**src/rtl/lcd_pkg.sv**
```systemverilog
// rtl/lcd_pkg.sv - shared LCD bus types and 1 MHz timing defaults
package lcd_pkg;

  typedef enum logic [2:0] {
    IDLE    = 3'd0,
    TURN    = 3'd1,
    SETUP   = 3'd2,
    EN_HIGH = 3'd3,
    HOLD    = 3'd4,
    RELEASE = 3'd5
  } lcd_state_e;

  localparam int DEF_T_SETUP   = 1;
  localparam int DEF_T_EN      = 1;
  localparam int DEF_T_HOLD    = 1;
  localparam int DEF_MAX_POLLS = 64;

  localparam int   BF_BIT  = 7;
  localparam logic RS_CMD  = 1'b0;
  localparam logic RS_DATA = 1'b1;

endpackage

```
**src/rtl/lcd_bus_reader.sv**
```systemverilog
// rtl/lcd_bus_reader.sv - HD44780 8-bit read cycle engine with optional busy-flag polling
module lcd_bus_reader
  import lcd_pkg::*;
#(
  parameter int T_SETUP   = DEF_T_SETUP,
  parameter int T_EN      = DEF_T_EN,
  parameter int T_HOLD    = DEF_T_HOLD,
  parameter int MAX_POLLS = DEF_MAX_POLLS
) (
  input  logic       clk,
  input  logic       rst,
  input  logic       req,
  input  logic       req_rs,
  input  logic       req_poll,
  output logic       ready,
  output logic       done,
  output logic [7:0] rdata,
  output logic       timeout,
  input  logic [7:0] lcd_db_in,
  output logic       lcd_db_oe,
  output logic       lcd_rs,
  output logic       lcd_rw,
  output logic       lcd_en
);

  localparam int T_MAX = (T_SETUP > T_EN) ? ((T_SETUP > T_HOLD) ? T_SETUP : T_HOLD)
                                          : ((T_EN > T_HOLD) ? T_EN : T_HOLD);
  localparam int PW = (T_MAX > 1) ? $clog2(T_MAX) : 1;
  localparam int CW = (MAX_POLLS > 1) ? $clog2(MAX_POLLS) : 1;

  localparam logic [PW-1:0] LD_SETUP = PW'(T_SETUP - 1);
  localparam logic [PW-1:0] LD_EN    = PW'(T_EN - 1);
  localparam logic [PW-1:0] LD_HOLD  = PW'(T_HOLD - 1);
  localparam logic [CW-1:0] CNT_LAST = CW'(MAX_POLLS - 1);

  lcd_state_e    state_q, state_d;
  logic [PW-1:0] phase_q, phase_d;
  logic [CW-1:0] cnt_q, cnt_d;
  logic          rs_q, rs_d;
  logic          poll_q, poll_d;
  logic [7:0]    rdata_q, rdata_d;
  logic          timeout_q, timeout_d;
  logic          done_q, done_d;
  logic          ready_q, oe_q, rw_q, en_q, lcd_rs_q;
  logic          rw_window_d;

  always_comb begin
    state_d   = state_q;
    phase_d   = phase_q;
    cnt_d     = cnt_q;
    rs_d      = rs_q;
    poll_d    = poll_q;
    rdata_d   = rdata_q;
    timeout_d = timeout_q;
    done_d    = 1'b0;
    case (state_q)
      IDLE: begin
        if (req && ready_q) begin
          rs_d      = req_rs;
          poll_d    = req_poll && (req_rs == RS_CMD);
          timeout_d = 1'b0;
          cnt_d     = '0;
          state_d   = TURN;
        end
      end
      TURN: begin
        state_d = SETUP;
        phase_d = LD_SETUP;
      end
      SETUP: begin
        if (phase_q == '0) begin
          state_d = EN_HIGH;
          phase_d = LD_EN;
        end else begin
          phase_d = phase_q - PW'(1);
        end
      end
      EN_HIGH: begin
        if (phase_q == '0) begin
          rdata_d = lcd_db_in;
          state_d = HOLD;
          phase_d = LD_HOLD;
        end else begin
          phase_d = phase_q - PW'(1);
        end
      end
      HOLD: begin
        if (phase_q != '0) begin
          phase_d = phase_q - PW'(1);
        end else if (poll_q && rdata_q[BF_BIT]) begin
          // Still busy: either poll again (RW stays high) or give up.
          if (cnt_q < CNT_LAST) begin
            cnt_d   = cnt_q + CW'(1);
            state_d = SETUP;
            phase_d = LD_SETUP;
          end else begin
            timeout_d = 1'b1;
            state_d   = RELEASE;
          end
        end else begin
          state_d = RELEASE;
        end
      end
      RELEASE: begin
        state_d = IDLE;
        done_d  = 1'b1;
      end
      default: state_d = IDLE;
    endcase
  end

  assign rw_window_d = (state_d == SETUP) || (state_d == EN_HIGH) || (state_d == HOLD);

  // Pin outputs are decoded from the next state so they register in step with it.
  always_ff @(posedge clk or posedge rst) begin
    if (rst) begin
      state_q   <= IDLE;
      phase_q   <= '0;
      cnt_q     <= '0;
      rs_q      <= 1'b0;
      poll_q    <= 1'b0;
      rdata_q   <= 8'h00;
      timeout_q <= 1'b0;
      done_q    <= 1'b0;
      ready_q   <= 1'b1;
      oe_q      <= 1'b1;
      rw_q      <= 1'b0;
      en_q      <= 1'b0;
      lcd_rs_q  <= 1'b0;
    end else begin
      state_q   <= state_d;
      phase_q   <= phase_d;
      cnt_q     <= cnt_d;
      rs_q      <= rs_d;
      poll_q    <= poll_d;
      rdata_q   <= rdata_d;
      timeout_q <= timeout_d;
      done_q    <= done_d;
      ready_q   <= (state_d == IDLE);
      oe_q      <= (state_d == IDLE);
      rw_q      <= rw_window_d;
      en_q      <= (state_d == EN_HIGH);
      lcd_rs_q  <= rw_window_d ? rs_d : 1'b0;
    end
  end

  assign ready     = ready_q;
  assign done      = done_q;
  assign rdata     = rdata_q;
  assign timeout   = timeout_q;
  assign lcd_db_oe = oe_q;
  assign lcd_rs    = lcd_rs_q;
  assign lcd_rw    = rw_q;
  assign lcd_en    = en_q;

endmodule
```
**config.mk**
```make
export PLATFORM = sky130hd
export DESIGN_NAME = lcd_bus_reader
export DESIGN_NICKNAME = d
export VERILOG_FILES = /design/src/rtl/lcd_pkg.sv /design/src/rtl/lcd_bus_reader.sv
export SDC_FILE = /design/constraint.sdc
export NUM_CORES = 1
export LEC_CHECK = 0
export ABC_AREA = 1
export CORE_ASPECT_RATIO = 0.5
export CORE_UTILIZATION = 44
export CTS_CLUSTER_DIAMETER = 200
export DETAILED_ROUTE_END_ITERATION = 7
export PLACE_DENSITY = 0.78
export SKIP_LAST_GASP = 1
export SYNTH_ARGS = -nofsm -noshare
export SYNTH_HDL_FRONTEND = slang
export SYNTH_SLANG_ARGS = --single-unit
```
**constraint.sdc**
```tcl
create_clock -name clk -period 1.44 [get_ports clk]
set_clock_uncertainty 0.1 [all_clocks]
set_input_delay 0.36 -clock clk [delete_from_list [all_inputs] [get_ports clk]]
set_output_delay 0.36 -clock clk [all_outputs]
set_load 0.02 [all_outputs]
```
==> results.sh <==
export IMPL_worst_r2r_path_depth=3
export IMPL_placed_cells=198
export IMPL_dr_first_iter_drc_count=37
export IMPL_syn_cell_area_mm2=0.00119
export IMPL_synth_top_area_share_pct=50.3
export IMPL_area_delta_synth_final_pct=38.9
export IMPL_cts_clk_slew_worst_paths_ps=80
export IMPL_start_util_pct=50.0
export IMPL_slew_viol_final=0
export IMPL_wl_per_cell_um=11.1
export IMPL_overflow=0
export IMPL_syn_nets=143
export IMPL_nFillCells=177
export IMPL_crit_path_max_fanout=3
export IMPL_worst_slack_ps=12.6
export IMPL_maxSlewHeadroom_pct=82.3
export IMPL_hold_class="in2async"
export IMPL_drv_cap=0
export IMPL_whs_ps=317
export IMPL_ys_async_sr_fraction_pct=100
export IMPL_clk_path_buf_depth=2
export IMPL_cts_inserted_buffers=3
export IMPL_via_per_inst=4.64
export IMPL_path_depth=1
export IMPL_rsz0062_at_grt="true"
export IMPL_worst_slew_pin_slew_ps=265
export IMPL_antenna_found_initial=0
export IMPL_cts_tree="yes"
export IMPL_drive_gt1_share_pct=31.5
export IMPL_critPathMaxStageDelay_ps=540
export IMPL_diodes=0
export IMPL_final_setup_viol_count=0
export IMPL_worst_setup_path_type="reg2out"
export IMPL_synth_edf_count=0
export IMPL_dieArea_mm2=0.00294
export IMPL_fmax_ghz=0.701
export IMPL_port_buffers=27
export IMPL_pre_cts_slack_ps=-192
export IMPL_power_density_mw_per_mm2=1860
export IMPL_critPathSlowestCell="dfstp_2"
export IMPL_grtUsageTotal_pct=17.9
export IMPL_synthTopCellsByCount="38 x nand2_1, 24 x dfrtp_1, 15 x inv_1"
export IMPL_run_status="complete, no violations"
export IMPL_synth_warnings=0
export IMPL_synth_top_area_cell="dfrtp_1"
export IMPL_rows=12
export IMPL_yosysSeqAreaShare_pct=52.5
export IMPL_synth_flop_cell="dfrtp_1"
export IMPL_synth_most_common_cell="nand2_1"
export IMPL_htreeDepth=1
export IMPL_crit_path_end_kind="primary output"
export IMPL_clockRootBuffer="clkbuf_8"
export IMPL_grt_pass1_wl_um=3700
export IMPL_drc=0
export IMPL_critPathLaunch="lcd_db_oe"
export IMPL_yosysUniqueCellTypes=23
export IMPL_start_kind="register"
export IMPL_chipHeight_um=38.8
export IMPL_grt_max_degree=26
export IMPL_clkSinkCount=25
export IMPL_ios=28
export IMPL_hold_viol=0
export IMPL_ys_seq_elements=25
export IMPL_avgSynthCellArea_um2=9.25
export IMPL_final_cells=203
export IMPL_tns_ps=0
export IMPL_vias=941
export IMPL_p_leak_nw=0.814
export IMPL_first_pass_iters=4
export IMPL_syn_inst=129
export IMPL_insertion_delay_ps=260
export IMPL_placed_area_mm2=0.00157
export IMPL_path_buf_inv=1
export IMPL_grt_pass1_vias=850
export IMPL_period_minus_slack_ps=1430
export IMPL_core_area_mm2=0.00239
export IMPL_drt_antenna_violating_nets=0
export IMPL_place_gp_congestion=0.775
export IMPL_synthTopCellsByArea="dfrtp_1 50%, nand2_1 12%, mux2_2 7.5%"
export IMPL_r2r_end="rdata[4]"
export IMPL_period_share_pct=99.1
export IMPL_reg2reg_slack_ps=50
export IMPL_totalWireLength_um=2260
export IMPL_dp_hpwl_um=1670
export IMPL_r2r_start="state_q[2]"
export IMPL_critPathRequiredTime_ps=980
export IMPL_worstPathCellList="clkbuf_2"
export IMPL_endpoint="lcd_db_oe"
export IMPL_design_area_mm2=0.00166
export IMPL_crit_family="flip-flops"
export IMPL_ctsHoldBuffers=0
export IMPL_die_w_um=75.7
export IMPL_fin_nets=183
export IMPL_arrival_ps=970
export IMPL_vdd_drop_max_mv=1.23
-- routing by layer --
layer	vias up	wire (µm)	GRT usage, %
met5	-	0	0
met4	0	17	4.17
met3	2	71	4.69
met2	19	1130	31.0
met1	439	1040	22.8
li1	481	-	-
-- sequential cells by signal, indices dropped and copies added (netlist names) --
name,flops
done,1
lcd_db_oe,1
poll_q,1
lcd_rs,1
cnt_q,6
timeout,1
lcd_rw,1
rs_q,1
lcd_en,1
state_q,3
rdata,8
-- worst min path at each step --
| stage | end | cells past startpoint | slack, ps |
|---|---|---|---|
| CTS | rdata[5] | 3 | 320 |
| detailed placement | poll_q | 2 | 380 |
| finish | rs_q | 3 | 320 |
| global placement | rs_q | 1 | 380 |
| floorplan | cnt_q[0] | 1 | 290 |
| global route | lcd_rs | 3 | 330 |
-- cell type report --
| type | instances | area, µm² | area share [%] |
|---|---|---|---|
| clock buffers | 3 | 41.3 | 2.49 |
| multi-input cells | 87 | 554 | 33.4 |
| inverters | 16 | 62.6 | 3.77 |
| flip-flops and latches | 25 | 629 | 38.0 |
| clock inverters | 1 | 5.00 | 0.302 |
| well taps | 35 | 43.8 | 2.64 |
| repair buffers | 36 | 322 | 19.4 |
-- cell usage in the layout (no fill, tap or decap), types with 2 or more instances in the layout --
cell type	instances
nor2_4	3
nor2_2	4
inv_1	15
dfrtp_1	22
nand2_2	7
nand2_1	35
nand3_2	4
nor2_1	7
clkdlybuf4s50_1	12
mux2_2	8
nand2_4	2
clkdlybuf4s15_1	7
nor3_1	2
clkbuf_2	4
dfrtp_2	2
xor2_1	2
clkbuf_8	3
dlygate4sd2_1	3
nand3_1	6
buf_4	8
-- power breakdown --
| group | total [mW] | switching (mW) | leakage (nW) | internal, mW |
|---|---|---|---|---|
| combinational | 1.55 | 0.859 | 0.477 | 0.687 |
| clock | 0.399 | 0.206 | 0.0255 | 0.193 |
| sequential | 1.14 | 0.164 | 0.312 | 0.972 |
| total | 3.08 | 1.23 | 0.814 | 1.85 |
-- logic make-up (layout without fill, tap and decap cells) --
family	after synthesis	in the layout	share of synthesized area (%)
AO/OA/AOI/OAI	3	3	1.68
XOR/XNOR	2	2	1.47
adder cells (fa/ha/maj)	1	1	1.05
buffers and inverters	17	56	5.66
flip-flops	25	25	52.5
multiplexers	8	8	7.55
AND/OR/NAND/NOR	73	73	30.1
-- what timing repair did --
item,in CTS,in global routing
setup buffers,0,1
pin swaps,0,8
gates resized for setup,22,28
endpoints found under the setup margin,17,20
hold endpoints to repair,0,0
-- worst reg2reg max path, stage by stage, from the launching register on --
cell and delay (ps):
dfrtp_1 380, inv_1 180, nand3_2 270, mux2_2 350
-- metrics by stage --
| step | power, mW | util (%) |
|---|---|---|
| 3_3_place_gp | 2.66 | 65.9 |
| 2_1_floorplan | 2.08 | - |
| 3_5_place_dp | 2.70 | 65.9 |
| 4_1_cts | 2.99 | 67.1 |
| 6_report | 3.08 | 69.4 |
| 5_1_grt | 3.31 | 69.4 |
Power figures use the tool's default switching activity.
